### src/rtl/alu_pkg.sv
// rtl/alu_pkg.sv - shared op codes, MDU state encoding and helpers for alu_mdu
// Contents:
//   alu_op_t     5-bit ALU/MDU operation codes (codes 22..31 are undefined)
//   mdu_state_t  multiply/divide sequencer states {IDLE, CALC, FIX}
//   DIVZERO_LO   LO value written on divide by zero (slice to DATA_WIDTH)
//   is_mdu_op()  1 for the multi-cycle MULT/MULTU/DIV/DIVU ops
package alu_pkg;

   typedef enum logic [4:0] {
      OP_AND   = 5'd0,
      OP_OR    = 5'd1,
      OP_XOR   = 5'd2,
      OP_NOR   = 5'd3,
      OP_ADD   = 5'd4,
      OP_ADDU  = 5'd5,
      OP_SUB   = 5'd6,
      OP_SLT   = 5'd7,
      OP_SLTU  = 5'd8,
      OP_SLL   = 5'd9,
      OP_SRL   = 5'd10,
      OP_SRA   = 5'd11,
      OP_EQU   = 5'd12,
      OP_NEQ   = 5'd13,
      OP_MFHI  = 5'd14,
      OP_MFLO  = 5'd15,
      OP_MTHI  = 5'd16,
      OP_MTLO  = 5'd17,
      OP_MULT  = 5'd18,
      OP_MULTU = 5'd19,
      OP_DIV   = 5'd20,
      OP_DIVU  = 5'd21
   } alu_op_t;

   typedef enum logic [1:0] {
      IDLE = 2'd0,
      CALC = 2'd1,
      FIX  = 2'd2
   } mdu_state_t;

   localparam logic [63:0] DIVZERO_LO = 64'hFFFF_FFFF_FFFF_FFFF;

   function automatic logic is_mdu_op(input logic [4:0] code);
      return (code == OP_MULT) || (code == OP_MULTU) ||
             (code == OP_DIV)  || (code == OP_DIVU);
   endfunction

endpackage

### src/rtl/mdu_iter.sv
// rtl/mdu_iter.sv - radix-2 magnitude multiply / restoring divide datapath
// Ports:
//   clk, rst        clock, synchronous active-high reset
//   start           load operands and clear the step counter
//   step            perform one radix-2 iteration this cycle
//   is_div          latched at start: 1 = divide, 0 = multiply
//   a_mag, b_mag    unsigned magnitudes (multiplicand/dividend, multiplier/divisor)
//   hi_mag, lo_mag  multiply: product high/low; divide: remainder/quotient
//   done            strobe on the final step (step with count == DATA_WIDTH-1)
module mdu_iter #(
   parameter int DATA_WIDTH = 32,
   parameter int CNT_W      = 5
) (
   input  logic                  clk,
   input  logic                  rst,
   input  logic                  start,
   input  logic                  step,
   input  logic                  is_div,
   input  logic [DATA_WIDTH-1:0] a_mag,
   input  logic [DATA_WIDTH-1:0] b_mag,
   output logic [DATA_WIDTH-1:0] hi_mag,
   output logic [DATA_WIDTH-1:0] lo_mag,
   output logic                  done
);

   localparam int MSB = DATA_WIDTH - 1;

   // acc: product high half / partial remainder
   // quo: multiplier being shifted out / quotient being shifted in
   logic [MSB:0]     acc;
   logic [MSB:0]     quo;
   logic [MSB:0]     dvs;
   logic             div_mode;
   logic [CNT_W-1:0] cnt;

   logic [MSB:0]     addend;
   logic [DATA_WIDTH:0] add_sum;
   logic [DATA_WIDTH:0] shifted;
   logic [DATA_WIDTH:0] trial;

   always_comb begin
      addend  = quo[0] ? dvs : '0;
      add_sum = {1'b0, acc} + {1'b0, addend};
      shifted = {acc, quo[MSB]};
      // A borrow out of bit DATA_WIDTH means the divisor did not fit.
      trial   = shifted - {1'b0, dvs};
   end

   always_ff @(posedge clk) begin
      if (rst) begin
         acc      <= '0;
         quo      <= '0;
         dvs      <= '0;
         div_mode <= 1'b0;
         cnt      <= '0;
      end else if (start) begin
         acc      <= '0;
         quo      <= a_mag;
         dvs      <= b_mag;
         div_mode <= is_div;
         cnt      <= '0;
      end else if (step) begin
         cnt <= cnt + CNT_W'(1);
         if (div_mode) begin
            if (!trial[DATA_WIDTH]) begin
               acc <= trial[MSB:0];
               quo <= {quo[MSB-1:0], 1'b1};
            end else begin
               acc <= shifted[MSB:0];
               quo <= {quo[MSB-1:0], 1'b0};
            end
         end else begin
            acc <= add_sum[DATA_WIDTH:1];
            quo <= {add_sum[0], quo[MSB:1]};
         end
      end
   end

   assign hi_mag = acc;
   assign lo_mag = quo;
   assign done   = step && (cnt == CNT_W'(DATA_WIDTH - 1));

endmodule

### src/rtl/alu_mdu.sv
// rtl/alu_mdu.sv - execute-stage ALU with iterative multiply/divide and HI/LO
// Optional build macro: ALU_OVERFLOW_TRAP_EN (signed ADD/SUB overflow flag on out_ovf).
// Ports:
//   clk, rst          clock, synchronous active-high reset
//   flush             squash: abort MDU op, drop out_valid, block acceptance
//   in_valid/in_ready op handshake; accepted when both high
//   op                alu_op_t code
//   alu1, alu2        operand A (rs), operand B (rt/imm/shamt)
//   out_valid         one-cycle pulse per completed op
//   out_data          result (0 for MULT*/DIV*/MTHI/MTLO and undefined codes)
//   out_cmp           EQU/NEQ outcome
//   out_ovf           signed ADD/SUB overflow (constant 0 without the macro)
//   busy              MDU sequencing, equals !in_ready
module alu_mdu
   import alu_pkg::*;
#(
   parameter int DATA_WIDTH = 32,
   parameter int SHAMT_W    = 5
) (
   input  logic                  clk,
   input  logic                  rst,
   input  logic                  flush,
   input  logic                  in_valid,
   output logic                  in_ready,
   input  logic [4:0]            op,
   input  logic [DATA_WIDTH-1:0] alu1,
   input  logic [DATA_WIDTH-1:0] alu2,
   output logic                  out_valid,
   output logic [DATA_WIDTH-1:0] out_data,
   output logic                  out_cmp,
   output logic                  out_ovf,
   output logic                  busy
);

   localparam int MSB = DATA_WIDTH - 1;

   mdu_state_t state, state_nx;

   logic [MSB:0] hi, lo;
   logic         accept;
   logic         mdu_start;
   logic         mdu_step;
   logic         mdu_done;
   logic         op_is_div;
   logic         op_signed;
   logic         a_neg, b_neg;
   logic [MSB:0] a_mag, b_mag;
   logic [MSB:0] hi_mag, lo_mag;

   logic [MSB:0]         sum, diff;
   logic [SHAMT_W-1:0]   shamt;
   logic [MSB:0]         res;
   logic                 cmp;

   logic                 is_div_r, neg_lo_r, neg_hi_r, div0_r;
   logic [MSB:0]         dividend_r;
   logic [2*DATA_WIDTH-1:0] prod_mag, prod_fix;
   logic [MSB:0]         hi_fix, lo_fix;

   logic                 out_valid_r;
   logic [MSB:0]         out_data_r;
   logic                 out_cmp_r;

   assign in_ready = (state == IDLE);
   assign busy     = !in_ready;
   assign accept   = in_valid && in_ready && !flush;

   // ---------------- single-cycle datapath ----------------
   assign sum   = alu1 + alu2;
   assign diff  = alu1 - alu2;
   assign shamt = alu2[SHAMT_W-1:0];

   always_comb begin
      res = '0;
      cmp = 1'b0;
      case (op)
         OP_AND:  res = alu1 & alu2;
         OP_OR:   res = alu1 | alu2;
         OP_XOR:  res = alu1 ^ alu2;
         OP_NOR:  res = ~(alu1 | alu2);
         OP_ADD,
         OP_ADDU: res = sum;
         OP_SUB:  res = diff;
         OP_SLT:  res = {{MSB{1'b0}}, ($signed(alu1) < $signed(alu2))};
         OP_SLTU: res = {{MSB{1'b0}}, (alu1 < alu2)};
         OP_SLL:  res = alu1 << shamt;
         OP_SRL:  res = alu1 >> shamt;
         OP_SRA:  res = DATA_WIDTH'($signed(alu1) >>> shamt);
         OP_EQU: begin
            cmp = (alu1 == alu2);
            res = {{MSB{1'b0}}, cmp};
         end
         OP_NEQ: begin
            cmp = (alu1 != alu2);
            res = {{MSB{1'b0}}, cmp};
         end
         OP_MFHI: res = hi;
         OP_MFLO: res = lo;
         default: res = '0;
      endcase
   end

   // ---------------- MDU sequencing ----------------
   always_ff @(posedge clk) begin
      if (rst) state <= IDLE;
      else     state <= state_nx;
   end

   always_comb begin
      state_nx  = state;
      mdu_start = 1'b0;
      if (flush) begin
         state_nx = IDLE;
      end else begin
         case (state)
            IDLE: if (accept && is_mdu_op(op)) begin
               state_nx  = CALC;
               mdu_start = 1'b1;
            end
            CALC: if (mdu_done) state_nx = FIX;
            FIX:  state_nx = IDLE;
            default: state_nx = IDLE;
         endcase
      end
   end

   assign mdu_step  = (state == CALC);
   assign op_is_div = (op == OP_DIV) || (op == OP_DIVU);
   assign op_signed = (op == OP_MULT) || (op == OP_DIV);
   assign a_neg     = op_signed && alu1[MSB];
   assign b_neg     = op_signed && alu2[MSB];
   assign a_mag     = a_neg ? -alu1 : alu1;
   assign b_mag     = b_neg ? -alu2 : alu2;

   // Sign and special-case context captured at acceptance, applied in FIX.
   always_ff @(posedge clk) begin
      if (rst) begin
         is_div_r   <= 1'b0;
         neg_lo_r   <= 1'b0;
         neg_hi_r   <= 1'b0;
         div0_r     <= 1'b0;
         dividend_r <= '0;
      end else if (mdu_start) begin
         is_div_r   <= op_is_div;
         neg_lo_r   <= a_neg ^ b_neg;
         neg_hi_r   <= a_neg;
         div0_r     <= (alu2 == '0);
         dividend_r <= alu1;
      end
   end

   mdu_iter #(
      .DATA_WIDTH (DATA_WIDTH),
      .CNT_W      (SHAMT_W)
   ) u_iter (
      .clk    (clk),
      .rst    (rst),
      .start  (mdu_start),
      .step   (mdu_step),
      .is_div (op_is_div),
      .a_mag  (a_mag),
      .b_mag  (b_mag),
      .hi_mag (hi_mag),
      .lo_mag (lo_mag),
      .done   (mdu_done)
   );

   assign prod_mag = {hi_mag, lo_mag};

   always_comb begin
      hi_fix   = '0;
      lo_fix   = '0;
      prod_fix = neg_lo_r ? -prod_mag : prod_mag;
      if (is_div_r) begin
         if (div0_r) begin
            lo_fix = DIVZERO_LO[MSB:0];
            hi_fix = dividend_r;
         end else begin
            // Most-negative / -1 falls out naturally: the magnitude quotient
            // 2^(W-1) negated wraps back to the most-negative value.
            lo_fix = neg_lo_r ? -lo_mag : lo_mag;
            hi_fix = neg_hi_r ? -hi_mag : hi_mag;
         end
      end else begin
         hi_fix = prod_fix[2*DATA_WIDTH-1:DATA_WIDTH];
         lo_fix = prod_fix[MSB:0];
      end
   end

   // HI/LO: FIX results commit when FIX completes; a flush there discards them.
   always_ff @(posedge clk) begin
      if (rst) begin
         hi <= '0;
         lo <= '0;
      end else if (!flush) begin
         if (state == FIX) begin
            hi <= hi_fix;
            lo <= lo_fix;
         end else if (accept && (op == OP_MTHI)) begin
            hi <= alu1;
         end else if (accept && (op == OP_MTLO)) begin
            lo <= alu1;
         end
      end
   end

   // ---------------- result registers ----------------
   always_ff @(posedge clk) begin
      if (rst || flush) begin
         out_valid_r <= 1'b0;
         out_data_r  <= '0;
         out_cmp_r   <= 1'b0;
      end else begin
         out_valid_r <= accept && !is_mdu_op(op);
         out_data_r  <= accept ? res : '0;
         out_cmp_r   <= accept && cmp;
      end
   end

   // The MDU completion pulse is the FIX cycle itself; out_data_r is 0 there
   // because nothing was accepted during CALC.
   assign out_valid = out_valid_r || (state == FIX);
   assign out_data  = out_data_r;
   assign out_cmp   = out_cmp_r;

`ifdef ALU_OVERFLOW_TRAP_EN
   logic ovf_nx;
   logic out_ovf_r;

   always_comb begin
      ovf_nx = 1'b0;
      if (op == OP_ADD)
         ovf_nx = (alu1[MSB] == alu2[MSB]) && (sum[MSB] != alu1[MSB]);
      else if (op == OP_SUB)
         ovf_nx = (alu1[MSB] != alu2[MSB]) && (diff[MSB] != alu1[MSB]);
   end

   always_ff @(posedge clk) begin
      if (rst || flush) out_ovf_r <= 1'b0;
      else              out_ovf_r <= accept && ovf_nx;
   end

   assign out_ovf = out_ovf_r;
`else
   assign out_ovf = 1'b0;
`endif

endmodule

### config.mk
export PLATFORM = sky130hd
export DESIGN_NAME = alu_mdu
export DESIGN_NICKNAME = d
export VERILOG_FILES = /design/src/rtl/alu_pkg.sv /design/src/rtl/mdu_iter.sv /design/src/rtl/alu_mdu.sv
export SDC_FILE = /design/constraint.sdc
export NUM_CORES = 2
export LEC_CHECK = 0
export ABC_AREA = 1
export CAP_MARGIN = 25
export CORE_MARGIN = 5
export CORE_UTILIZATION = 45
export DETAILED_ROUTE_END_ITERATION = 8
export DONT_BUFFER_PORTS = 1
export MAX_ROUTING_LAYER = met4
export PLACE_DENSITY = 0.56
export SLEW_MARGIN = 20
export SYNTH_ARGS = -nofsm -noshare
export SYNTH_HDL_FRONTEND = slang
export SYNTH_SLANG_ARGS = --single-unit
### constraint.sdc
create_clock -name clk -period 3.8 [get_ports clk]
set_clock_uncertainty 0.2 [all_clocks]
set_input_delay 0.57 -clock clk [delete_from_list [all_inputs] [get_ports clk]]
set_output_delay 0.57 -clock clk [all_outputs]
set_load 0.01 [all_outputs]
[After elaboration in Yosys (flattened, before gate mapping)]
Cells that the tools add are included.
Word-level totals
  flip-flop bits (word level): 237
  latch bits: 0
  memory bits (writable): 0
  bits in read-only memories: 0
  input port bits: 73
  output and inout bits: 37
  memories kept: 0
Cells by class
  $add $sub $neg: 10
  multiply operators: 0
  div/mod/pow operators: 0
  $lt $le $gt $ge: 2
  equality and inequality tests: 29
  shifts and indexed selects: 3
  mux-type cells: 29
  bitwise operators: 7
  reductions and logical operators: 33
Operators by type and width (count)
  32-bit two-way mux: 19
  32-bit one-hot mux with 15 select lines: 1
  32-bit negator: 4
  32-bit less-than comparator: 2
  64-bit two-way mux: 1
  64-bit negator: 1
  5-bit by 4-bit == test with 1-bit output, second input constant: 8
  5-bit == test, second input constant: 7
  32-bit by 32-bit adder with 33-bit output: 1
  33-bit by 32-bit subtractor with 33-bit output: 1
  32-bit adder: 1
  32-bit bitwise AND: 1
  32-bit == test: 1
  32-bit zero test: 1
  32-bit inequality test: 1
  32-bit NOT: 1
  32-bit bitwise OR: 1
  32-bit by 5-bit << shifter with 32-bit output: 1
  32-bit by 5-bit >> shifter with 32-bit output: 1
  32-bit by 5-bit >>> shifter with 32-bit output: 1
  32-bit subtractor: 1
  32-bit bitwise XOR: 1
  5-bit by 3-bit == test with 1-bit output, second input constant: 4
  5-bit by 2-bit == test with 1-bit output, second input constant: 2
  21 further kinds: 50

[Logic depth before layout (Yosys ltp)]
  word-level depth: 9
  depth in mapped cells: 21

[Modules after synthesis]
From an unflattened synthesis, not the netlist that was laid out.
Second synthesis, totals
  cells, all modules: 5708
  area total of the unflattened synthesis: 30434.2 um^2
Modules (own cells, without submodules)
  alu_mdu: times used 1, cells an instance 3878, area each 20231.9 um^2
  mdu_iter: times used 1, cells an instance 1830, area each 10202.3 um^2

[Worst setup path after synthesis]
OpenSTA, ideal clock, no wires.
  path kind: input port to flip-flop
  start point: input port alu2[3]
  end point: register out_data_r[0] (netlist: out_data[0])
  library setup time: 119 ps
  data arrival time: 2721 ps
  required time: 3481 ps
  setup slack: 759 ps
  cell stages on the path: 20
  cells stage by stage: buf_6 > inv_1 > buf_2 > buf_1 > ha_1 > buf_2 > inv_1 > a21oi_1 > nand2_1 > nand2_1 > nand2_1 > nand2_1 > nand2_1 > nand2_1 > nand2_1 > nand2_1 > nand2_1 > nor2_1 > nor2_1 > a21oi_1
On the way
  cells in the longest elaborated chain, start to end: 2
RTL lines
  from (decl): RTL line alu_mdu.sv:27  | input logic [DATA_WIDTH-1:0] alu2,
  32-bit less-than comparator (tied with other cells): RTL line alu_mdu.sv:85  | OP_SLTU: res = {{MSB{1'b0}}, (alu1 < alu2)};
  32-bit one-hot mux with 15 select lines (*): RTL line alu_mdu.sv:76  | case (op)
  to (signal assigned): RTL line alu_mdu.sv:215  | out_data_r <= accept ? res : '0;
  to (decl): RTL line alu_mdu.sv:61  | logic [MSB:0] out_data_r;
Mark *: on every way between the ends. The rest lies on a longest branch, timed or not.
A chain may end at the register's enable or synchronous reset.

[Worst setup path after layout]
  start point: register state[0]
  end point: register div0_r
On the way
  cells in the longest elaborated chain, start to end: 7
RTL lines
  from (decl): RTL line alu_mdu.sv:37  | mdu_state_t state, state_nx;
  from (signal assigned): RTL line alu_mdu.sv:106  | else state <= state_nx;
  2-bit zero test (*): RTL line alu_mdu.sv:64  | assign in_ready = (state == IDLE);
  via in_ready: RTL line alu_mdu.sv:24  | output logic in_ready,
  1-bit logical AND (2 in series): RTL line alu_mdu.sv:66  | assign accept = in_valid && in_ready && !flush;
  1-bit logical AND: RTL line alu_mdu.sv:116  | IDLE: if (accept && is_mdu_op(op)) begin
  1-bit two-way mux: RTL line alu_mdu.sv:116
  1-bit two-way mux (*): RTL line alu_mdu.sv:115  | case (state)
  1-bit two-way mux (*): RTL line alu_mdu.sv:112  | if (flush) begin
  to (signal assigned): RTL line alu_mdu.sv:147  | div0_r <= (alu2 == '0);
  to (decl): RTL line alu_mdu.sv:55  | logic is_div_r, neg_lo_r, neg_hi_r, div0_r;
The timed path passes the listed nets; every way through them passes the cells marked *.

==> results.cfg <==
[status]
outcome = complete, no violations

[synthesis]
synth_top_family_by_area = simple AND/OR/NAND/NOR gates
synthFlopType = dfxtp_1
yosysSeqAreaShare = 0.161
syn_inst = 5424
synth_simple_gate_area_frac = 0.439
yosysTopAreaCell = nand2_1
yosysMostFrequentCell = nand2_1
synthAdderAreaFrac = 0.0754
ys_seq_elements = 237
yosysUniqueCellTypes = 62
async_flop_share = 0
yosys-top-cells-count = nand2_1 (1635), inv_1 (618), nor2_1 (599), nand3_1 (574), o21ai_0 (424)
synth_compound_area_frac = 0.195
synth_area_mm2 = 0.0294
synth_mux_area_frac = 0.00102
synth-xor-area-share = 0.0116
yosysWarnings = 0
synth-edff-count = 0
mappedNetlistNets = 5672
synthTopCellsByArea = nand2_1 (21%), dfxtp_1 (16%), nand3_1 (9.8%), inv_1 (7.9%), nor2_1 (7.6%)
synth.avg_cell_area_um2 = 5.43
synth_top_area_frac = 0.208

[sta]
timing.fmax_mhz = 292
slew_headroom = 0.349
hold_viol_final = 0
period_share = 0.902
drv_slew = 0
worstMarginPinSlew_ns = 0.966
tns_ns = 0
setup_viol = 0
holdWs_ns = 0.00489
rsz0062_at_grt = false
fin_crit_ns = 3.43

[hold_path]
hold_path.class = in -> reg

[cts]
cts_buffer_depth = 3
tritoncts = yes
clock-sinks = 237
path_clk_slew_ns = 0.06
insertion_delay_ns = 0.66
cts_made_buffers = 31
cts_setup_buffers = 0
root_buffer = clkbuf_16
htreeDepth = 1

[flow_run]
timing.max_cap.violations = 0

[critical_path]
cp-startpoint = state[0]
path_cells = nor2_1, nand3_2, nor2_8, inv_4, buf_4, nor2_2, nand4_1, o41ai_2, dlygate4sd3_1
regToRegStartpoint = state[0]
rrSetupSlack_ns = 0.37
worstPathRequired_ns = 4.18
path_depth = 9
setup.worst_path.end_class = register
r2r_cells = 9
start_kind = register
critPathSlowestCell = dlygate4sd3_1
r2r_end = div0_r
cp_data_arrival_time_ns = 3.81
cp.buffers_inverters = 3
cpLargestDelayFamily = simple AND/OR/NAND/NOR gates
endpoint = div0_r
crit_type = reg -> reg
max_stage_delay_ns = 0.58
critPathMaxFanout = 38

[detailed_routing]
routed_wl_um = 171000
vias_per_cell = 6.23
drt-initial-drc-count = 6185
ant_nets = 0
drc = 0
drtPass1Iterations = 7
vias = 39133
wire_per_inst_um = 27.2

[floorplan]
die_area_mm2 = 0.0706
die_h_um = 266
fp.dieW_um = 266
row_count = 93
initial_core_util = 0.456
ios = 110
core_area_mm2 = 0.0646

[finish]
instances_no_fill = 6283
nNetsFinal = 5646
area_delta_synth_final_pct = 8.57
fin_area_mm2 = 0.0320
fillers = 7192
drive_gt1_frac = 0.0509
postLayoutCoreUtil = 0.495

[place]
gp_congestion = 1.11
dpl-instance-area_mm2 = 0.0305
io_buffers = 0
place_hpwl_um = 133000
numPlacedInstances = 6185

[power_and_ir_drop]
powerDensity_mw_per_mm2 = 271
peakVddDrop_mv = 0.406
p_leak_nw = 16.1

[grt]
track_usage = 0.467
grt_max_degree = 94
grt_pass1_wl_um = 241000
antenna_found_initial = 9
overflow = 0
grt_pass1_vias = 34798
worst min-delay path by stage:
stage | start | end | cells after the start
2_1_floorplan | dividend_r[4] | dividend_r[4] | 2
3_3_place_gp | dividend_r[14] | dividend_r[14] | 2
3_5_place_dp | dividend_r[14] | dividend_r[14] | 2
4_1_cts | alu1[21] | dividend_r[21] | 2
5_1_grt | rst | u_iter.lo_mag[0] | 2
6_report | alu1[21] | dividend_r[21] | 2
power breakdown:
group          internal, mW  switching [mW]
clock network          1.86            1.38
registers              2.52          0.0437
logic                 0.779            2.08
layer usage:
metal / track usage / part of all wire / vias up / wire length, um
met5: - / 0 / - / 0
met3: 0.104 / 0.12 / 694 / 21100
li1: - / - / 17720 / -
met1: 0.582 / 0.38 / 17834 / 64200
met2: 0.667 / 0.41 / 2885 / 69300
met4: 0.328 / 0.095 / 0 / 16300
per-stage QoR:
step,worst slack [ns],total power [mW]
2_1_floorplan,0.759,4.43
3_3_place_gp,0.394,5.28
3_5_place_dp,0.459,5.27
4_1_cts,0.471,8.50
5_1_grt,0.306,8.90
6_report,0.374,8.66
area by class of cell:
class	count	area (um2)	area share
Multi-Input combinational cell	4322	21300	0.665
Sequential cell	237	4750	0.149
Inverter	648	2430	0.0762
Timing Repair Buffer	158	1360	0.0426
Tap cell	855	1070	0.0335
Clock buffer	38	852	0.0267
Clock inverter	16	216	0.00677
Antenna cell	9	22.5	0.000705
what timing repair did:
action	4_1_cts	5_1_grt
endpoints found under the hold margin	54	2
gates resized for setup	0	0
hold buffers	32	1
cell families after synthesis:
group / after synthesis
AO/OA/AOI/OAI: 1047
buffers and inverters: 865
multiplexers: 3
adder cells (fa/ha/maj): 175
XOR/XNOR: 39
AND/OR/NAND/NOR: 3057
other: 1
flip-flops: 237
layout by cell type (no fill, tap or decap), types with 15 or more instances in the layout:
master         instances
a211oi_1              19
a21oi_1              405
a31oi_1               22
buf_4                118
clkbuf_16             31
dfxtp_1              235
dlygate4sd3_1         32
ha_1                 171
inv_1                617
inv_2                 24
nand2_1             1635
nand3_1              574
nand3b_1              24
nand4_1               76
nor2_1               598
nor3_1                63
o211ai_1              34
o21a_1                17
o21ai_0              424
o21ai_1               20
o21bai_1              15
o22ai_1               35
xnor2_1               18
xor2_1                21
registers in the layout, indices dropped and copies added, names as in the netlist:
signal,flops
div0_r,1
dividend_r,32
hi,32
is_div_r,1
lo,32
neg_hi_r,1
neg_lo_r,1
out_cmp,1
out_data,32
out_valid_r,1
state,2
u_iter.cnt,5
u_iter.dvs,32
u_iter.hi_mag,32
u_iter.lo_mag,32
Note: power is estimated with default switching activity, not from simulation.
